## src/rtl/main_driver.sv

```systemverilog
// main_driver: initiator for the `main` compute unit handshake.
// Takes one command per transaction from an upstream valid/ready port,
// issues it with a one-cycle start pulse, waits out the unit's busy cycle,
// captures the result and offers it downstream on a valid/ready port.
//
// Ports:
//   clk, rst            clock (rising edge), async active-low reset
//   req_valid/req_ready upstream command handshake; req_mode, req_data payload
//   on, x, start        mode, operand and issue pulse to the compute unit
//   b, y                unit busy and result (result valid when b falls)
//   rsp_valid/rsp_ready downstream response handshake; rsp_data, rsp_err payload
//   busy                driver not idle
//   done_cnt            completed responses, wraps modulo 2^CNT_WIDTH
//
// Build option: define MAIN_DRIVER_TIMEOUT_EN to abort a transaction that spends
// TIMEOUT_CYCLES cycles waiting on the unit; it is answered with rsp_err=1.
module main_driver #(
  parameter int unsigned WIDTH          = 8,
  parameter int unsigned CNT_WIDTH      = 8,
  parameter int unsigned TIMEOUT_CYCLES = 64
) (
  input  logic                 clk,
  input  logic                 rst,
  input  logic                 req_valid,
  output logic                 req_ready,
  input  logic [1:0]           req_mode,
  input  logic [WIDTH-1:0]     req_data,
  output logic [1:0]           on,
  output logic [WIDTH-1:0]     x,
  output logic                 start,
  input  logic                 b,
  input  logic [WIDTH-1:0]     y,
  output logic                 rsp_valid,
  input  logic                 rsp_ready,
  output logic [WIDTH-1:0]     rsp_data,
  output logic                 rsp_err,
  output logic                 busy,
  output logic [CNT_WIDTH-1:0] done_cnt
);

  typedef enum logic [2:0] {
    S_IDLE      = 3'd0,
    S_ISSUE     = 3'd1,
    S_WAIT_BUSY = 3'd2,
    S_WAIT_DONE = 3'd3,
    S_HOLD      = 3'd4
  } state_t;

  // A zero timeout would make every issued command abort immediately.
  if (TIMEOUT_CYCLES == 0) begin : g_bad_timeout
    $error("main_driver: TIMEOUT_CYCLES must be at least 1");
  end

  state_t               state_q, state_d;
  logic [1:0]           mode_q, mode_d;
  logic [WIDTH-1:0]     data_q, data_d;

  logic                 req_ready_d;
  logic [1:0]           on_d;
  logic [WIDTH-1:0]     x_d;
  logic                 start_d;
  logic                 rsp_valid_d;
  logic [WIDTH-1:0]     rsp_data_d;
  logic                 rsp_err_d;
  logic                 busy_d;
  logic [CNT_WIDTH-1:0] done_cnt_d;
  logic                 issuing_d;

`ifdef MAIN_DRIVER_TIMEOUT_EN
  localparam int unsigned TMO_W = $clog2(TIMEOUT_CYCLES + 1);
  logic [TMO_W-1:0] tmo_q, tmo_d;
`endif

  // State and registered outputs.
  always_ff @(posedge clk or negedge rst) begin
    if (!rst) begin
      state_q   <= S_IDLE;
      mode_q    <= 2'd0;
      data_q    <= '0;
      req_ready <= 1'b1;
      on        <= 2'd0;
      x         <= '0;
      start     <= 1'b0;
      rsp_valid <= 1'b0;
      rsp_data  <= '0;
      rsp_err   <= 1'b0;
      busy      <= 1'b0;
      done_cnt  <= '0;
    end else begin
      state_q   <= state_d;
      mode_q    <= mode_d;
      data_q    <= data_d;
      req_ready <= req_ready_d;
      on        <= on_d;
      x         <= x_d;
      start     <= start_d;
      rsp_valid <= rsp_valid_d;
      rsp_data  <= rsp_data_d;
      rsp_err   <= rsp_err_d;
      busy      <= busy_d;
      done_cnt  <= done_cnt_d;
    end
  end

`ifdef MAIN_DRIVER_TIMEOUT_EN
  // Cycles spent waiting on the unit for the current command.
  always_ff @(posedge clk or negedge rst) begin
    if (!rst) begin
      tmo_q <= '0;
    end else begin
      tmo_q <= tmo_d;
    end
  end
`endif

  // Next-state logic; outputs are decoded from the next state so they
  // change on the same edge as the state register.
  always_comb begin
    state_d     = state_q;
    mode_d      = mode_q;
    data_d      = data_q;
    rsp_data_d  = rsp_data;
    rsp_err_d   = rsp_err;
    done_cnt_d  = done_cnt;
    req_ready_d = 1'b0;
    on_d        = 2'd0;
    x_d         = '0;
    start_d     = 1'b0;
    rsp_valid_d = 1'b0;
    busy_d      = 1'b0;
    issuing_d   = 1'b0;
`ifdef MAIN_DRIVER_TIMEOUT_EN
    tmo_d       = tmo_q;
`endif

    case (state_q)
      S_IDLE: begin
        if (req_valid && req_ready) begin
          mode_d = req_mode;
          data_d = req_data;
          if (req_mode != 2'd0) begin
            state_d = S_ISSUE;
          end else begin
            // Mode 0 is not a legal command: answer with an error, issue nothing.
            state_d    = S_HOLD;
            rsp_err_d  = 1'b1;
            rsp_data_d = '0;
          end
        end
      end
      S_ISSUE: begin
        state_d = S_WAIT_BUSY;
`ifdef MAIN_DRIVER_TIMEOUT_EN
        tmo_d   = '0;
`endif
      end
      S_WAIT_BUSY: begin
        // b is sampled only here, so a stale busy seen during ISSUE is ignored.
        if (b) begin
          state_d = S_WAIT_DONE;
        end
      end
      S_WAIT_DONE: begin
        if (!b) begin
          state_d    = S_HOLD;
          rsp_data_d = y;
          rsp_err_d  = 1'b0;
        end
      end
      S_HOLD: begin
        if (rsp_ready) begin
          state_d    = S_IDLE;
          done_cnt_d = done_cnt + CNT_WIDTH'(1);
        end
      end
      default: begin
        state_d = S_IDLE;
      end
    endcase

`ifdef MAIN_DRIVER_TIMEOUT_EN
    // A completion on the same edge as the limit takes precedence.
    if ((state_q == S_WAIT_BUSY || state_q == S_WAIT_DONE) && state_d != S_HOLD) begin
      if (tmo_q == TMO_W'(TIMEOUT_CYCLES - 1)) begin
        state_d    = S_HOLD;
        rsp_err_d  = 1'b1;
        rsp_data_d = '0;
      end else begin
        tmo_d = tmo_q + TMO_W'(1);
      end
    end
`endif

    issuing_d   = (state_d == S_ISSUE) || (state_d == S_WAIT_BUSY) ||
                  (state_d == S_WAIT_DONE);
    on_d        = issuing_d ? mode_d : 2'd0;
    x_d         = issuing_d ? data_d : '0;
    start_d     = (state_d == S_ISSUE);
    req_ready_d = (state_d == S_IDLE);
    busy_d      = (state_d != S_IDLE);
    rsp_valid_d = (state_d == S_HOLD);
  end

endmodule

```

## config.mk

```make
export PLATFORM = sky130hd
export DESIGN_NAME = main_driver
export DESIGN_NICKNAME = d
export VERILOG_FILES = /design/src/rtl/main_driver.sv
export SDC_FILE = /design/constraint.sdc
export NUM_CORES = 1
export LEC_CHECK = 0
export BUFFER_PORTS_ARGS = -buffer_cell sky130_fd_sc_hd__buf_2
export CORE_MARGIN = 2
export CORE_UTILIZATION = 54
export CTS_CLUSTER_DIAMETER = 60
export CTS_CLUSTER_SIZE = 20
export DETAILED_ROUTE_END_ITERATION = 10
export GPL_TIMING_DRIVEN = 0
export PLACE_DENSITY = 0.89
export SLEW_MARGIN = 20
export SYNTH_ARGS = -nofsm -noshare
export SYNTH_HDL_FRONTEND = slang
export SYNTH_SLANG_ARGS = --single-unit
```

## constraint.sdc

```tcl
create_clock -name clk -period 2.5 [get_ports clk]
set_input_delay 0.25 -clock clk [delete_from_list [all_inputs] [get_ports clk]]
set_output_delay 0.25 -clock clk [all_outputs]
set_load 0.01 [all_outputs]
```

Word-level counts from Yosys, hierarchy flattened. Cells that the tools add are included.

Bits in registers: 44. Input port bits: 23. Output and inout bits: 31. Logic and storage cells: 54.

$add $sub $neg: 1. Equal/unequal tests: 11. Multiplexer cells: 20. Reductions and logical operators: 10.

Operators with widths (count): $mux W8 (6); $pmux W8 S2 (1); $mux W3 (5); $pmux W3 S5 (1); $eq A3 B2 Y1 const B (4); $add A8 B1 Y8 const B (1); $eq A3 B1 Y1 const B (2); $eq A3 B3 Y1 const B (2); $logic_not A3 Y1 (2); $mux W2 (3); $ne A2 B2 Y1 const B (3); $reduce_and A4 Y1 (1); $reduce_bool A2 Y1 (2); $mux W1 (3); $reduce_bool A3 Y1 (1); $logic_or A1 B1 Y1 (2); $pmux W1 S2 (1); $reduce_and A2 Y1 (1); $logic_and A1 B1 Y1 (1).

Logic depth before layout (Yosys ltp). Gate-level depths: netlist (run 1).

Word-level depth: 8. Mapped depth: 5. Gate-level depth less buffers: 3.

Worst setup path before layout (run 1). OpenSTA, ideal clock, no wires.

Path type: register -> register. Start: register req_ready. End: register data_q[1]. Library setup time: 125 ps. Arrival time: 1390 ps. Required time: 2375 ps. Path slack: 985 ps. Cell stages (with the launch flop): 5. Buffers on the path: 1. Clock period less this slack: 1515 ps. Path through: dfstp_2 nand3b_4 nor3_4 buf_4 mux2_2.

Word-level cells in the longest chain between the ends: 3.

RTL lines: start: declaration (line 25) `output logic req_ready,`; start signal: assignment (line 93) `req_ready <= req_ready_d;`; $logic_and A1 B1 Y1 (line 138) `if (req_valid && req_ready) begin`; $mux W8 (line 138); $mux W8 (line 136) `case (state_q)`; named net data_d[1] (line 56) `logic [WIDTH-1:0] data_q, data_d;`; end signal: assignment (line 92) `data_q <= data_d;`; end: declaration (line 56).

The timed path passes the listed nets, and every way through them passes these cells. A chain may end at the register's enable or synchronous reset.

Worst setup path in the final report (run 1).
Start: register state_q[2]. End: register data_q[6].

Word-level cells in the longest chain between the ends: 2.

RTL lines: start: declaration (line 54) `state_t state_q, state_d;`; start signal: assignment (line 90) `state_q <= state_d;`; $logic_not A3 Y1 (line 136); $mux W8 (line 136); named net data_d[6] (line 56).

The timed path passes the listed nets, and every way through them passes these cells.

==> results of run 1 <==
flip-flops by register name (all words and copies together) (netlist names), 2 cells and up:
signal / flops
x: 8
state_q: 3
mode_q: 2
rsp_data: 8
on: 2
done_cnt: 8
data_q: 8
area by class of cell:
| class | instances | area (sq um) |
|---|---|---|
| clock buffers | 6 | 41.3 |
| multi-input cells | 81 | 634 |
| clock inverters | 2 | 35.0 |
| repair buffers | 53 | 265 |
| inverters | 1 | 3.75 |
| plain buffers | 7 | 42.5 |
| well taps | 44 | 55.1 |
| fillers | 238 | 923 |
| flip-flops and latches | 44 | 1100 |
cell families (layout without fill, tap and decap cells):
logic type / after synthesis / after routing / share of synthesized area, %
and+or+nand+nor: 38 / 38 / 14.2
xor gates and xnor gates: 7 / 7 / 3.44
buffers and inverters: 8 / 69 / 2.60
muxes: 11 / 11 / 7.16
AOI/OAI and AO/OA: 24 / 24 / 10.1
adders and majority gates: 1 / 1 / 0.702
DFF: 44 / 44 / 61.8
stage by stage:
step | util (%) | power, mW | instances
2_1_floorplan | - | 1.77 | 133
3_3_place_gp | 67.8 | 2.04 | 230
3_5_place_dp | 67.8 | 2.10 | 230
4_1_cts | 70.2 | 2.51 | 238
5_1_grt | 70.2 | 2.66 | 238
6_report | 70.2 | 2.49 | 238
layout by cell type, fill, tap and decap left out, drive strengths merged, types with 2 or more instances in the layout:
cell	count
a22o	10
dfrtp	43
and3b	2
nand4	2
nand2	17
buf	59
o21ai	8
nand3	3
xnor2	6
o32a	2
nor3	2
clkbuf	7
mux2	11
nor2	4
cell usage after synthesis, drive strengths merged, types with 2 or more instances:
cell,number,share of area (%)
and3b,2,1.2
nand2,17,3.6
o32a,2,1.1
buf,6,2.1
dfrtp,43,60
mux2,11,7.2
nand4,2,0.70
nor3,2,1.2
o21ai,8,2.2
xnor2,6,2.9
nor2,4,1.3
nand3,3,0.84
a22o,10,4.9
power groups by stage:
stage	Combinational, mW	Sequential (mW)	Clock (mW)
4_1_cts	0.932	1.16	0.423
2_1_floorplan	0.529	1.24	0
6_report	0.923	1.15	0.412
3_5_place_dp	0.929	1.17	0
5_1_grt	1.02	1.19	0.450
3_3_place_gp	0.884	1.15	0
how the worst max path moves through the flow:
stage,from,endpoint,depth (start not counted)
4_1_cts,state_q[2],data_q[6],4
3_3_place_gp,req_ready,data_q[2],4
6_report,state_q[2],data_q[6],4
5_1_grt,state_q[2],data_q[1],4
2_1_floorplan,req_ready,data_q[1],4
3_5_place_dp,req_ready,data_q[6],4
worst max-delay path: cells and delay by family, from the launching register on:
family | cells | cell delay, ns
buffers and inverters | 1 | 0.24
flip-flops | 1 | 0.46
multiplexers | 1 | 0.35
AND/OR/NAND/NOR | 2 | 0.45
metal layers:
| layer | track usage [%] | vias to the layer above |
|---|---|---|
| li1 | - | 599 |
| met1 | 23.9 | 612 |
| met2 | 35.3 | 36 |
| met3 | 5.04 | 9 |
| met4 | 7.60 | 0 |
| met5 | 0 | - |
==> flow_summary.yaml, run 1 <==
outcome:
  status: "finished clean"
clock_tree:
  post_cts.repair.setup_buffers: 0
  cts-root-buf: "clkbuf_4"
  cts_tree: "done"
  h-tree-depth: 2
  cts_max_path_buffers: 2
  cts_sinks: 44
  clkLatencyLatePin_ns: 0.34
  holdBufCountCts: 0
  cts-resized-gates: 0
  cts_made_buffers: 5
  path_clk_slew_ns: 0.12
power_and_ir_drop:
  p_clk_share_pct: 16.6
  p_comb_share_pct: 37.1
  p_leak_nw: 1.11
  p_sw_share_pct: 33.3
  p_int_mw: 1.66
  p_per_area_nw_per_um2: 1140
  vdd_drop_max_mv: 0.609
  p_switching_mw: 0.830
  seqPwrFrac_pct: 46.4
sta:
  max_freq_ghz: 0.620
  period_minus_slack_ns: 1.61
  rsz0062_at_grt: "false"
  post-route-period-util_pct: 64.5
  worst_pin_slew_ns: 0.900
  final.setup.tns_ns: 0
  skew_ns: 0.00708
  worst_hold_slack_ns: 0.0275
  timing.final.ws_setup_ns: 0.888
  drv_slew: 0
  slew_headroom_pct: 40.0
  setup_viol: 0
  finalHoldViolCount: 0
critical_path:
  r2r_slack_ns: 0.89
  path_class: "register to register"
  r2r_end: "data_q[6]"
  r2r-start: "state_q[2]"
  slowest_stage: "dfrtp_1"
  crit_required_ns: 2.73
  startpoint_type: "register"
  end_kind: "register"
  r2r_cells: 4
  arrival_ns: 1.84
  path_max_fanout: 10
  cpPeakStageDelay_ns: 0.46
  crit_chain: "nand3b_4, nor3_4, buf_4, mux2_2"
route:
  met2WireLength_um: 1820
  met3_length_um: 133
  drt-wirelength-per-cell_um: 13.8
  ant_nets: 0
  num_vias: 1256
  highest_layer: "met4"
  wl_um: 3300
  drt_iter0_markers: 56
  routed_via_density: 5.28
  post-route-drc-count: 0
  met1Wirelength_um: 1270
  drtPass1Iterations: 5
placed_design:
  dpl.hpwl_um: 2530
  io_buffers: 53
  dpl_worst_slack_ns: 0.900
  placed_cell_area_sq_um: 2100
  place_congestion: 0.704
finish:
  finalInstanceArea_sq_um: 2180
  drive_gt1_share_pct: 43.8
  diodes: 0
  finalNetCount: 217
  area_growth_pct: 22.2
die:
  initial_core_util_pct: 57.5
  fp.dieArea_sq_um: 3780
  ioPinCount: 54
  die_width_um: 61.5
  fp.dieH_um: 61.5
  core_sq_um: 3100
  std_cell_rows: 20
global_routing:
  grt_pass1_vias: 1184
  grt_antenna_before_repair: 0
  track_usage_pct: 20.1
  grt_pass1_wl_um: 5350
  grt_max_degree: 45
  grt-ovfl-total: 0
yosys:
  syn_nets: 157
  synthesis.instances: 133
  synthArstFlopShare_pct: 100
  syn_area_sq_um: 1780
  ys_types: 37
  syn_avg_cell_area_sq_um: 13.4
  yosysSeqAreaShare_pct: 61.8
  synth_edf_count: 0
  synth_ff_type: "dfrtp_1"
  ys_seq_elements: 44
  ys_warn_count: 0
min_path:
  hold_class: "primary input to asynchronous set/reset pin"
flow_run:
  maxCapViolCount: 0
No activity file was read; power rests on OpenSTA's default activity.
==> inputs of run 2 (changes only) <==
--- a/config.mk
+++ b/config.mk
@@ -7,12 +7,12 @@
 export LEC_CHECK = 0
 export BUFFER_PORTS_ARGS = -buffer_cell sky130_fd_sc_hd__buf_2
 export CORE_MARGIN = 2
-export CORE_UTILIZATION = 54
+export CORE_UTILIZATION = 45
 export CTS_CLUSTER_DIAMETER = 60
 export CTS_CLUSTER_SIZE = 20
 export DETAILED_ROUTE_END_ITERATION = 10
 export GPL_TIMING_DRIVEN = 0
-export PLACE_DENSITY = 0.89
+export PLACE_DENSITY = 0.8
 export SLEW_MARGIN = 20
 export SYNTH_ARGS = -nofsm -noshare
 export SYNTH_HDL_FRONTEND = slang
==> constraint.sdc (replaced) <==
create_clock -name clk -period 1.3 [get_ports clk]
set_input_delay 0.13 -clock clk [delete_from_list [all_inputs] [get_ports clk]]
set_output_delay 0.13 -clock clk [all_outputs]
set_load 0.01 [all_outputs]
==> flow_summary.yaml, run 2 (synthesized netlist as in run 1, its figures left out) <==
outcome:
  status: "finished with violations"
  failed_checks: "hold timing, setup timing"
global_routing:
  grt_max_degree: 45
  grt-ovfl-total: 0
  track_usage_pct: 18.4
  grt_antenna_before_repair: 0
  grt_pass1_wl_um: 6010
  grt_pass1_vias: 1299
flow_run:
  maxCapViolCount: 0
route:
  drt_iter0_markers: 76
  routed_via_density: 5.18
  ant_nets: 0
  post-route-drc-count: 0
  drtPass1Iterations: 4
  wl_um: 3870
  num_vias: 1332
  drt-wirelength-per-cell_um: 15.0
clock_tree:
  h-tree-depth: 2
  cts_tree: "done"
  cts_made_buffers: 5
  cts_max_path_buffers: 2
  clkLatencyLatePin_ns: 0.30
  holdBufCountCts: 0
  cts_sinks: 44
  cts-root-buf: "clkbuf_8"
  path_clk_slew_ns: 0.08
sta:
  rsz0062_at_grt: "true"
  slew_headroom_pct: 36.2
  setup_viol: 31
  period_minus_slack_ns: 1.44
  post-route-period-util_pct: 111
  finalHoldViolCount: 40
  worst_hold_slack_ns: -0.0238
  worst_pin_slew_ns: 0.957
  skew_ns: 0.00747
  drv_slew: 0
  timing.final.ws_setup_ns: -0.138
  max_freq_ghz: 0.695
power_and_ir_drop:
  p_leak_nw: 1.25
  vdd_drop_max_mv: 1.24
  p_per_area_nw_per_um2: 2290
finish:
  diodes: 0
  final_common_cell: "buf_2"
  finalNetCount: 232
  finalInstanceArea_sq_um: 2470
  layout_common_cells: "buf_2, dfrtp_1, nand2_1, buf_4, mux2_4"
  drive_gt1_share_pct: 52.6
  area_growth_pct: 38.6
  nFillCells: 301
critical_path:
  arrival_ns: 1.62
  r2r_cells: 4
  crit_required_ns: 1.48
  startpoint_type: "register"
  end_kind: "register"
  path_max_fanout: 7
  path_class: "register to register"
die:
  initial_core_util_pct: 47.6
  std_cell_rows: 22
  ioPinCount: 54
  core_sq_um: 3740
  die_width_um: 66.9
  fp.dieArea_sq_um: 4480
  fp.dieH_um: 66.9
min_path:
  hold_class: "primary input to asynchronous set/reset pin"
placed_design:
  dpl.hpwl_um: 2410
  dpl_worst_slack_ns: -0.301
  io_buffers: 53
  placed_cell_area_sq_um: 2130
  place_congestion: 0.683
## run 2: repair_timing
action | in CTS | in global routing
pin swaps | 9 | 16
gates resized for setup | 26 | 14
endpoints found under the setup margin | 39 | 44
buffers inserted | 12 | 1
cloned | 1 | 1
## run 2: critical path, cell delays in order, from the launching register on
cell and delay, ns:
dfstp_2 0.57, nand3b_4 0.11, nor3_4 0.17, buf_6 0.18
mux2_4 0.30
## run 2: final cells by class
| cell class | instances | area (sq um) | share of cell area (%) |
|---|---|---|---|
| plain buffers | 7 | 68.8 | 2.78 |
| clock buffers | 6 | 72.6 | 2.94 |
| clock inverters | 2 | 35.0 | 1.42 |
| inverters | 1 | 3.75 | 0.152 |
| multi-input cells | 81 | 718 | 29.1 |
| flip-flops and latches | 44 | 1100 | 44.7 |
| well taps | 48 | 60.1 | 2.43 |
| repair buffers | 68 | 409 | 16.6 |
## run 2: report_power, final
group	switching (mW)	total (mW)	internal, mW
registers	0.310	2.24	1.93
logic	1.06	2.40	1.33
clock network	0.456	1.03	0.570
## run 2: layer usage
metal | global-route usage, % | routed length [um] | up-vias
met1 | 23.5 | 1700 | 665
met4 | 6.12 | 52 | 0
met3 | 6.08 | 248 | 6
met2 | 29.3 | 1870 | 41
met5 | 0 | 0 | -
li1 | - | - | 620
## run 2: worst paths after layout
kind	start	end	slack (ns)
worst max-delay path	req_ready	data_q[1]	-0.14
worst min-delay path	rst	rsp_data[1]	-0.02
worst max register to register	req_ready	data_q[1]	-0.14
worst min register to register	done_cnt[7]	done_cnt[7]	0.48
max in group asynchronous	rst	state_q[0]	0.67
min in group clk	y[1]	rsp_data[1]	0.04
## run 2: metrics by stage
step | std cells | setup TNS (ns) | total power, mW | hold WS [ns] | utilization, %
floorplan | 133 | -1.64 | 3.45 | -0.166 | -
global placement | 234 | -4.24 | 4.01 | 0.325 | 56.9
detailed placement | 234 | -4.97 | 4.09 | 0.331 | 56.9
CTS | 255 | -3.77 | 5.46 | 0.0112 | 64.0
global route | 257 | -5.06 | 6.02 | 0.0481 | 66.0
finish | 257 | -2.41 | 5.66 | -0.0238 | 66.0
